==> src/rtl/des_sbox_engine_if.sv <==
// -----------------------------------------------------------------------------
// des_sbox_engine_if
// Handshake bundle for the DES substitution stage. It carries the input word
// stream and the result stream.
//
// Signals
//   in_valid   master -> slave  DataIn holds a word to substitute
//   in_ready   slave  -> master engine accepts a word this cycle
//   DataIn     master -> slave  48-bit word, S1 input = [47:42] ... S8 = [5:0]
//   out_valid  slave  -> master DataOut holds a completed result
//   out_ready  master -> slave  consumer takes DataOut this cycle
//   DataOut    slave  -> master 32-bit result, S1 = [31:28] ... S8 = [3:0]
//
// The master modport is the producer/consumer side. The slave modport is the
// engine side.
// -----------------------------------------------------------------------------
interface des_sbox_engine_if;
  logic        in_valid;
  logic        in_ready;
  logic [47:0] DataIn;
  logic        out_valid;
  logic        out_ready;
  logic [31:0] DataOut;

  modport master (
    output in_valid,
    output DataIn,
    output out_ready,
    input  in_ready,
    input  out_valid,
    input  DataOut
  );

  modport slave (
    input  in_valid,
    input  DataIn,
    input  out_ready,
    output in_ready,
    output out_valid,
    output DataOut
  );
endinterface

==> src/rtl/des_sbox_engine.sv <==
// -----------------------------------------------------------------------------
// des_sbox_engine
// DES substitution layer. One 48-bit post-expansion/key-XOR word goes through
// the eight FIPS 46-3 S-boxes and produces a 32-bit word for the P permutation.
// The engine evaluates LANES S-boxes per clock. A word therefore needs
// GROUPS = 8/LANES busy cycles. Both sides use valid/ready handshakes.
//
// Parameters
//   LANES      S-boxes evaluated per cycle. Legal values are 1, 2, 4 and 8.
//
// Ports
//   clk        rising-edge clock
//   rst_n      asynchronous active-low reset
//   bus        des_sbox_engine_if.slave
//              (in_valid/in_ready/DataIn, out_valid/out_ready/DataOut)
//
// in_ready is the only combinational output. All other outputs are registers.
// -----------------------------------------------------------------------------
module des_sbox_engine #(
  parameter int LANES = 4
) (
  input  logic               clk,
  input  logic               rst_n,
  des_sbox_engine_if.slave   bus
);

  localparam int GROUPS = 8 / LANES;
  localparam int GW     = (GROUPS > 1) ? $clog2(GROUPS) : 1;
  localparam logic [GW-1:0] LAST_GRP = GW'(GROUPS - 1);

  // Any lane count that does not divide the eight boxes evenly stops
  // elaboration here, so a bad value is never silently truncated.
  if (!(LANES == 1 || LANES == 2 || LANES == 4 || LANES == 8)) begin : gBadLanes
    $error("des_sbox_engine: LANES must be 1, 2, 4 or 8");
  end

  // S-box tables. Each table holds 64 nibbles, one row per line.
  // Entry (row*16 + col) sits at bits [255 - 4*(row*16+col) -: 4].
  localparam logic [255:0] S1_TBL = {
    64'hE4D12FB83A6C5907,
    64'h0F74E2D1A6CB9538,
    64'h41E8D62BFC973A50,
    64'hFC8249175B3EA06D };
  localparam logic [255:0] S2_TBL = {
    64'hF18E6B34972DC05A,
    64'h3D47F28EC01A69B5,
    64'h0E7BA4D158C6932F,
    64'hD8A13F42B67C05E9 };
  localparam logic [255:0] S3_TBL = {
    64'hA09E63F51DC7B428,
    64'hD709346A285ECBF1,
    64'hD6498F30B12C5AE7,
    64'h1AD069874FE3B52C };
  localparam logic [255:0] S4_TBL = {
    64'h7DE3069A1285BC4F,
    64'hD8B56F03472C1AE9,
    64'hA690CB7DF13E5284,
    64'h3F06A1D8945BC72E };
  localparam logic [255:0] S5_TBL = {
    64'h2C417AB6853FD0E9,
    64'hEB2C47D150FA3986,
    64'h421BAD78F9C5630E,
    64'hB8C71E2D6F09A453 };
  localparam logic [255:0] S6_TBL = {
    64'hC1AF92680D34E75B,
    64'hAF427C9561DE0B38,
    64'h9EF528C3704A1DB6,
    64'h432C95FABE17608D };
  localparam logic [255:0] S7_TBL = {
    64'h4B2EF08D3C975A61,
    64'hD0B7491AE35C2F86,
    64'h14BDC37EAF680592,
    64'h6BD814A7950FE23C };
  localparam logic [255:0] S8_TBL = {
    64'hD2846FB1A93E50C7,
    64'h1FD8A374C56B0E92,
    64'h7B419CE206ADF358,
    64'h21E74A8DFC90356B };

  typedef enum logic [1:0] {
    IDLE = 2'd0,
    BUSY = 2'd1,
    DONE = 2'd2
  } state_t;

  state_t         stateQ;
  logic [GW-1:0]  grpQ;
  logic [47:0]    inRegQ;
  logic [31:0]    resRegQ;
  logic [31:0]    resRegD;
  logic           outValidQ;
  int             grpBase;

  // Looks up one S-box. The outer input bits select the row and the inner
  // four bits select the column.
  function automatic logic [3:0] sboxLookup(input int box, input logic [5:0] b);
    logic [255:0] tbl;
    int           idx;
    idx = 16 * int'({b[5], b[0]}) + int'(b[4:1]);
    case (box)
      0:       tbl = S1_TBL;
      1:       tbl = S2_TBL;
      2:       tbl = S3_TBL;
      3:       tbl = S4_TBL;
      4:       tbl = S5_TBL;
      5:       tbl = S6_TBL;
      6:       tbl = S7_TBL;
      default: tbl = S8_TBL;
    endcase
    return tbl[255 - 4*idx -: 4];
  endfunction

  // Evaluates the current group's boxes. This group is boxes
  // grpQ*LANES .. grpQ*LANES+LANES-1, counted from S1 = 0. Their nibbles are
  // merged into the result register image. Nibbles of the other groups keep
  // their value. Every group runs once per word, so the whole result is
  // rewritten before DONE.
  always_comb begin
    grpBase = int'(grpQ) * LANES;
    resRegD = resRegQ;
    for (int l = 0; l < LANES; l++) begin
      resRegD[31 - 4*(grpBase + l) -: 4] =
        sboxLookup(grpBase + l, inRegQ[47 - 6*(grpBase + l) -: 6]);
    end
  end

  // Control FSM with registered out_valid.
  // DONE holds the result until it is taken. If a new word is offered on that
  // same edge, it goes straight into BUSY without passing through IDLE.
  // Reset drops any partly processed word.
  always_ff @(posedge clk or negedge rst_n) begin
    if (!rst_n) begin
      stateQ    <= IDLE;
      grpQ      <= '0;
      inRegQ    <= '0;
      resRegQ   <= '0;
      outValidQ <= 1'b0;
    end else begin
      unique case (stateQ)
        IDLE: begin
          if (bus.in_valid) begin
            inRegQ <= bus.DataIn;
            grpQ   <= '0;
            stateQ <= BUSY;
          end
        end
        BUSY: begin
          resRegQ <= resRegD;
          if (grpQ == LAST_GRP) begin
            grpQ      <= '0;
            outValidQ <= 1'b1;
            stateQ    <= DONE;
          end else begin
            grpQ <= grpQ + GW'(1);
          end
        end
        DONE: begin
          if (bus.out_ready) begin
            outValidQ <= 1'b0;
            if (bus.in_valid) begin
              inRegQ <= bus.DataIn;
              grpQ   <= '0;
              stateQ <= BUSY;
            end else begin
              stateQ <= IDLE;
            end
          end
        end
        default: begin
          stateQ    <= IDLE;
          grpQ      <= '0;
          outValidQ <= 1'b0;
        end
      endcase
    end
  end

  // in_ready may look at out_ready in the same cycle. This lets a held
  // result and a new word swap on one edge.
  assign bus.in_ready  = (stateQ == IDLE) || ((stateQ == DONE) && bus.out_ready);
  assign bus.out_valid = outValidQ;
  assign bus.DataOut   = resRegQ;

endmodule

==> src/flat_wrapper.sv <==
// flat-port wrapper written by rule: the top's interface ports become plain ports
module des_sbox_engine_flat 
#(
  parameter int LANES = 4
)
  (clk, rst_n, bus_in_valid, bus_DataIn, bus_out_ready, bus_in_ready, bus_out_valid, bus_DataOut);
  des_sbox_engine_if bus_i ();
  input  logic clk;
  input  logic rst_n;
  input wire logic [$bits(bus_i.in_valid)-1:0] bus_in_valid;
  input wire logic [$bits(bus_i.DataIn)-1:0] bus_DataIn;
  input wire logic [$bits(bus_i.out_ready)-1:0] bus_out_ready;
  output wire logic [$bits(bus_i.in_ready)-1:0] bus_in_ready;
  output wire logic [$bits(bus_i.out_valid)-1:0] bus_out_valid;
  output wire logic [$bits(bus_i.DataOut)-1:0] bus_DataOut;
  assign bus_i.in_valid = bus_in_valid;
  assign bus_i.DataIn = bus_DataIn;
  assign bus_i.out_ready = bus_out_ready;
  assign bus_in_ready = bus_i.in_ready;
  assign bus_out_valid = bus_i.out_valid;
  assign bus_DataOut = bus_i.DataOut;
  des_sbox_engine #(.LANES(LANES)) u_core (.clk(clk), .rst_n(rst_n), .bus(bus_i));
endmodule
==> config.mk <==
export PLATFORM = sky130hd
export DESIGN_NAME = des_sbox_engine_flat
export DESIGN_NICKNAME = d
export VERILOG_FILES = /design/src/rtl/des_sbox_engine_if.sv /design/src/rtl/des_sbox_engine.sv /design/src/flat_wrapper.sv
export SDC_FILE = /design/constraint.sdc
export NUM_CORES = 1
export LEC_CHECK = 0
export ABC_AREA = 1
export ABC_CLOCK_PERIOD_IN_PS = 2000
export CORE_MARGIN = 2
export CORE_UTILIZATION = 45
export DETAILED_ROUTE_END_ITERATION = 8
export HOLD_SLACK_MARGIN = 0.15
export MAX_ROUTING_LAYER = met4
export PLACE_DENSITY = 0.7
export REMOVE_ABC_BUFFERS = 1
export SLEW_MARGIN = 20
export SYNTH_ARGS = -nofsm -noshare
export SYNTH_HDL_FRONTEND = slang
export SYNTH_SLANG_ARGS = --single-unit
==> constraint.sdc <==
create_clock -name clk -period 2 [get_ports clk]
set_input_delay 0.3 -clock clk [delete_from_list [all_inputs] [get_ports clk]]
set_output_delay 0.3 -clock clk [all_outputs]
set_load 0.01 [all_outputs]
==> results.md, run 1 <==
- Status: complete, but fails checks
- Failing checks: setup timing
- Clock tree sinks: 84
- Core Footprint: around 16,000 um2
- Antenna diode count: 0
- Num CTS Buffers: 9
- Fin crit share: 1.03
- Setup CP Type: reg2reg
- Initial DRC count: ~850
- Layout area overhead: 43.4%
- Placed insts: 1,549
- IO Pins: 86
- Sequential area share after synthesis: 0.284
- Simple-Gate Fraction of Synth Area: 0.490
- Vias in the first global route: slightly below 8,000
- HP Class: in2async
- Layout cells sized above 1: 0.299
- Die X: 132 um
- Req. time, crit path: approximately 2.2 ns
- Largest net degree at the start of global routing: 56
- Total Routing Usage GR: 0.284
- Die Span Y: between 100 and 150 um
- Synth warnings: 0
- Cells after Synth: approximately 1,200
- Final Net Count: around 1,400
- Synth Cell Area: 7410 um2
- Worst path arrival time: ~2.3 ns
- Final Instance Count excl. Fillers: ~1,600
- Fmax achieved: approximately 0.49 GHz
- Post-synth cell types: 28
- Slew @ Worst Pin: roughly 0.38 ns
- GP Congestion: 0.982
- CTS tree: built
- WL final: 25,700 um
- IO Port Bufs: 85
- Setup violators final: 6
- DRC errors left: 0
- Compound-gate portion of the synthesized area: 0.0652
- GRT overflow: 0
- Die area: approximately 18,000 um2
- Core Rows: between 40 and 50
- Minimum clock period: a little over 2 ns
- Clk slew on worst S/H paths: roughly 0.070 ns
- Pre-Repair DR Iteration Count: 6
- # Max-Cap Violations: 0
- Antenna violations before repair: 0
- Syn_area_per_cell: between 6 and 7 um2
- Clock Latency Late Sink: about 0.35 ns
- DR WL/cell: between 15 and 20 um
- Worst Setup Start Kind: flop
- Synth Area in XOR/XNOR: 0
- Combinational family with the most area after synthesis: simple AND/OR/NAND/NOR gates
- Via Count: approximately 8,900
- Via-to-Cell Ratio: 5.57
- RSZ-0062 raised after global routing: yes
- Area share of fa/ha/maj cells after synthesis: 0.0304
- Slew HR: 0.745
- Post-synthesis mux area share: 0.0304
- Synth Register Bits: 84
- First-pass GRT wire length: 39,700 um
- Worst Path Max Fanout: 7
- H-tree levels: 3
- HPWL Detailed: around 18,000 um
- Antenna viol nets, final: 0
- Clock Path Buffers: 2
- Final WS setup: -0.0596 ns
- Worst clock skew: about 0.0069 ns
- Critical path capture point type: flop
- Initial core utilization: 0.463
- Number of filler cells placed in the layout: roughly 1,500
- Max Slew Vio Count: 0
- Root Buffer: clkbuf_16
- Final Hold Vio Count: 0
-- critical path: stages, from the launching register on --
cell      delay (ns)
dfrtp_2         0.47
clkinv_4        0.15
buf_8           0.18
nand2_8         0.07
nand2_8         0.08
buf_6           0.13
ha_4            0.16
nor2_2          0.12
nand2_1         0.07
nand2_1         0.06
inv_1           0.05
nand2_1         0.07
nand2_2         0.05
nand2_2         0.06
nand3_2         0.06
nand2_2         0.11
a21oi_2         0.06
-- synthesized netlist by cell type --
master	number	area share
mux2_2	20	0.030
or2_1	2	0.0017
nor2_1	78	0.040
dfrtp_1	84	0.28
buf_4	13	0.013
nand2_4	1	0.0015
nand3_1	290	0.20
nand4_1	4	0.0034
buf_2	18	0.012
or2_2	36	0.030
nand2_2	17	0.014
ha_1	18	0.030
nand3b_1	3	0.0030
o21ai_0	13	0.0088
inv_2	9	0.0046
o21ai_1	6	0.0041
a21boi_1	4	0.0041
a21boi_0	1	0.0010
o211ai_1	1	0.0010
a21oi_1	53	0.036
o21ai_4	1	0.0022
o21ai_2	7	0.0083
inv_1	100	0.051
buf_1	4	0.0020
clkbuf_1	9	0.0046
nand2_1	395	0.20
buf_12	1	0.0027
buf_6	7	0.011
-- cell usage in the layout, fill, tap and decap left out, types with 4 or more instances in the layout --
cell type and n:
nand2_1 322, nand3_1 245, buf_4 104, inv_1 91, clkdlybuf4s50_1 83, dfrtp_1 83, nor2_1 70, nand2_2 57
a21oi_1 43, nand3_2 41, or2_2 35, nand2_4 32, mux2_2 20, buf_6 15, inv_2 13, clkbuf_16 12
o21ai_2 10, a21oi_2 10, buf_12 10, o21ai_0 9, ha_4 9, ha_2 8, nor2_2 7, o21ai_1 6
nand3_4 4, nand4_1 4
-- sequential cells by signal, summed over array words and instances (netlist names) --
signal	count
u_core.bus.out_valid	1
u_core.grpQ	1
u_core.inRegQ	48
u_core.bus.DataOut	32
u_core.stateQ	2
-- per-stage QoR --
stage	cell area [um2]	setup TNS, ns	worst slack [ns]	utilization	hold slack [ns]
floorplan	7070	-67.87	-1.69	-	0.00441
global placement	9090	-0.488	-0.0627	0.568	0.243
detailed placement	9090	-0.833	-0.0915	0.568	0.248
CTS	9430	-0.111	-0.0230	0.590	0.411
global route	10600	-2.77	-0.198	0.664	0.454
finish	10600	-0.190	-0.0596	0.664	0.403
-- logic make-up (layout without fill, tap and decap cells) --
logic type                 Yosys count  after routing
DFF                                 84             84
buffers and inverters              161            345
adders and majority gates           18             18
and+or+nand+nor                    826            826
muxes                               20             20
AOI/OAI and AO/OA                   86             86
-- what timing repair did --
item,4_1_cts,5_1_grt
setup buffers,0,26
endpoints found under the setup margin,23,33
resized for setup,13,241
pin swaps,0,61
hold endpoints to repair,23,0
gates cloned,0,3
hold buffers,1,0
-- area by class of cell --
class | instances | area (um2) | share of cell area
multi-input cells | 950 | 5420 | 0.510
repair buffers | 220 | 2120 | 0.200
flip-flops and latches | 84 | 2100 | 0.198
inverters | 109 | 429 | 0.0404
well taps | 216 | 270 | 0.0254
clock buffers | 9 | 225 | 0.0212
clock inverters | 7 | 57.6 | 0.00542
-- metal layers --
layer | up-vias | wire, um | track usage
met4 | 0 | 669 | 0.0789
li1 | 4243 | - | -
met3 | 67 | 1820 | 0.0350
met1 | 4124 | 11200 | 0.400
met5 | - | 0 | -
met2 | 443 | 12000 | 0.432
-- worst paths after layout --
check / slack (ns) / end / cells past startpoint / startpoint
setup / recovery: -0.06 / u_core.bus.DataOut[15] / 16 / u_core.grpQ
hold / removal: 0.40 / u_core.bus.DataOut[26] / 2 / rst_n
setup reg to reg: -0.06 / u_core.bus.DataOut[15] / 16 / u_core.grpQ
hold reg to reg: 0.50 / u_core.inRegQ[0] / 1 / u_core.inRegQ[0]
max in group asynchronous: 0.96 / u_core.inRegQ[14] / 3 / rst_n
min in group clk: 0.50 / u_core.inRegQ[0] / 1 / u_core.inRegQ[0]
Power of run 1 is not shown: default switching activity piles up to over one toggle a cycle in this logic, so the estimate is an artifact.
==> run 2: changes to the inputs <==
--- a/config.mk
+++ b/config.mk
@@ -8,11 +8,12 @@
 export ABC_AREA = 1
 export ABC_CLOCK_PERIOD_IN_PS = 2000
 export CORE_MARGIN = 2
-export CORE_UTILIZATION = 45
+export CORE_UTILIZATION = 40
 export DETAILED_ROUTE_END_ITERATION = 8
+export GPL_TIMING_DRIVEN = 1
 export HOLD_SLACK_MARGIN = 0.15
 export MAX_ROUTING_LAYER = met4
-export PLACE_DENSITY = 0.7
+export PLACE_DENSITY = 0.64
 export REMOVE_ABC_BUFFERS = 1
 export SLEW_MARGIN = 20
 export SYNTH_ARGS = -nofsm -noshare
==> results.md, run 2 (synthesis gave the netlist of run 1 again) <==
- GRT overflow: 0
- Req. time, crit path: between 2 and 2.5 ns
- CTS tree: built
- Root Buffer: clkbuf_16
- Placed insts: around 1,600
- Worst clock skew: between 0.005 and 0.006 ns
- Max Slew Vio Count: 0
- HPWL Detailed: approximately 18,000 um
- DRC errors left: 4
- DR WL/cell: ~15 um
- H-tree levels: 3
- Cell Chain, Critical Path: inv_4 > buf_12 > nand2_2 > nand2_4 > buf_4 > ha_1 > nand2_1 > nand2_1 > nand3_1 > nand2_1 > nand2_1 > nand3_1 > nand3_1 > nand2_1 > inv_1
- IO Pins: 86
- Setup violators final: 0
- Die Span Y: 140 um
- Worst path arrival time: ~2.2 ns
- Clk slew on worst S/H paths: 0.07 ns
- Clock Latency Late Sink: approximately 0.34 ns
- Slew @ Worst Pin: ~0.47 ns
- Most common cell after layout, fill and taps aside: nand2_1
- Via-to-Cell Ratio: 5.32
- Die X: ~140 um
- Clock tree sinks: between 80 and 90
- GP Congestion: roughly 0.98
- Most frequent cells in the layout: nand2_1 (357), nand3_1 (276), inv_1 (99), buf_4 (99)
- Layout area overhead: 33.7%
- Minimum clock period: 1.96 ns
- Slowest stage delay, CP: about 0.45 ns
- Critical path capture point type: flop
- Final Instance Count excl. Fillers: 1,590
- Antenna diode count: 0
- HP Class: in2async
- # Max-Cap Violations: 0
- Antenna viol nets, final: 0
- Core Footprint: about 18,000 um2
- Initial core utilization: 0.410
- Slew HR: 0.682
- Clock Path Buffers: 2
- Antenna violations before repair: 0
- Worst Setup Start Kind: flop
- Initial DRC count: between 800 and 900
- Worst Path Max Fanout: 13
- Worst R2R Path Depth: 15
- Status: complete, but fails checks
- Number of filler cells placed in the layout: roughly 1,800
- Hold_ws: between 0.4 and 0.5 ns
- RSZ-0062 raised after global routing: yes
- Core Rows: 49
- Crit path top cell by count: nand2_1
- Failing checks: DRC
- Fin crit share: 0.980
- Final WS setup: between 0.03 and 0.04 ns
- Largest net degree at the start of global routing: 41
- Max reg flops: 48
- Setup TNS: 0 ns
- Die area: around 20,000 um2
- Via Count: around 8,500
- Layout cells sized above 1: 0.217
- First-pass GRT wire length: 39,500 um
- Total Routing Usage GR: 0.254
- Vias in the first global route: 7,878
- IO Port Bufs: 85
- WL final: 24,000 um
- Pre-CTS setup slack: -0.0783 ns
- Fmax achieved: just over 0.5 GHz
- Setup CP Type: reg2reg
- Largest Register: u_core.inRegQ
- Critical path's slowest cell: dfrtp_2
- Final Net Count: ~1,400
- Pre-Repair DR Iteration Count: 8
- Num CTS Buffers: 9
- Final Hold Vio Count: 0
==> run 2: changes by cell type in the layout (fill, tap and decap cells not counted), moves of 8 or more <==
cell	delta
buf_6	-11
nand3_2	-28
nand2_4	-22
nand2_2	-11
inv_1	+8
ha_1	+11
nand2_1	+35
nand3_1	+31
==> run 2: final timing paths <==
check / start / to / slack [ns]
setup / recovery: u_core.grpQ / u_core.bus.DataOut[25] / 0.04
hold / removal: rst_n / u_core.inRegQ[44] / 0.44
setup reg to reg: u_core.grpQ / u_core.bus.DataOut[25] / 0.04
hold reg to reg: u_core.bus.out_valid / u_core.bus.out_valid / 0.50
max in group asynchronous: rst_n / u_core.grpQ / 0.98
min in group clk: u_core.bus.out_valid / u_core.bus.out_valid / 0.50
==> run 2: metal layers <==
layer	routed length (um)	global-route usage
met5	0	-
met4	516	0.0702
met3	1410	0.0369
met2	11000	0.398
met1	11100	0.344
==> run 2: worst max-delay path: cells and delay by family (launching register included) <==
family                     cells  cell delay (ns)
and+or+nand+nor               10             0.82
DFF                            1             0.45
buffers and inverters          4             0.41
adders and majority gates      1             0.16
==> run 2: area by class of cell <==
cell class              count  area [um2]  area share
repair buffers            202        1910       0.193
flip-flops and latches     84        2100       0.212
clock inverters             6        71.3     0.00720
multi-input cells         950        4880       0.493
clock buffers              10         229      0.0231
inverters                 109         419      0.0423
well taps                 229         287      0.0289
==> run 2: timing repair <==
item	in CTS	in global routing
resized for setup	14	86
setup endpoints to repair	14	33
pin swaps	2	5
hold buffers	1	0
hold endpoints to repair	30	0
buffers inserted	0	4
gates cloned	0	0
==> run 2: per-stage QoR <==
step	util	cell area (um2)
floorplan	-	7070
global placement	0.509	9210
detailed placement	0.509	9210
CTS	0.530	9590
global route	0.548	9900
finish	0.548	9900
Power of run 2 is left out for the same reason.
==> run 3: changes to the inputs <==
--- a/config.mk
+++ b/config.mk
@@ -9,6 +9,7 @@
 export ABC_CLOCK_PERIOD_IN_PS = 2000
 export CORE_MARGIN = 2
 export CORE_UTILIZATION = 40
+export CTS_CLUSTER_DIAMETER = 200
 export DETAILED_ROUTE_END_ITERATION = 8
 export GPL_TIMING_DRIVEN = 1
 export HOLD_SLACK_MARGIN = 0.15
==> results of run 3 <==
Final layout, timing and power as in run 2 (identical DEF).
Power of run 3 is left out for the same reason.
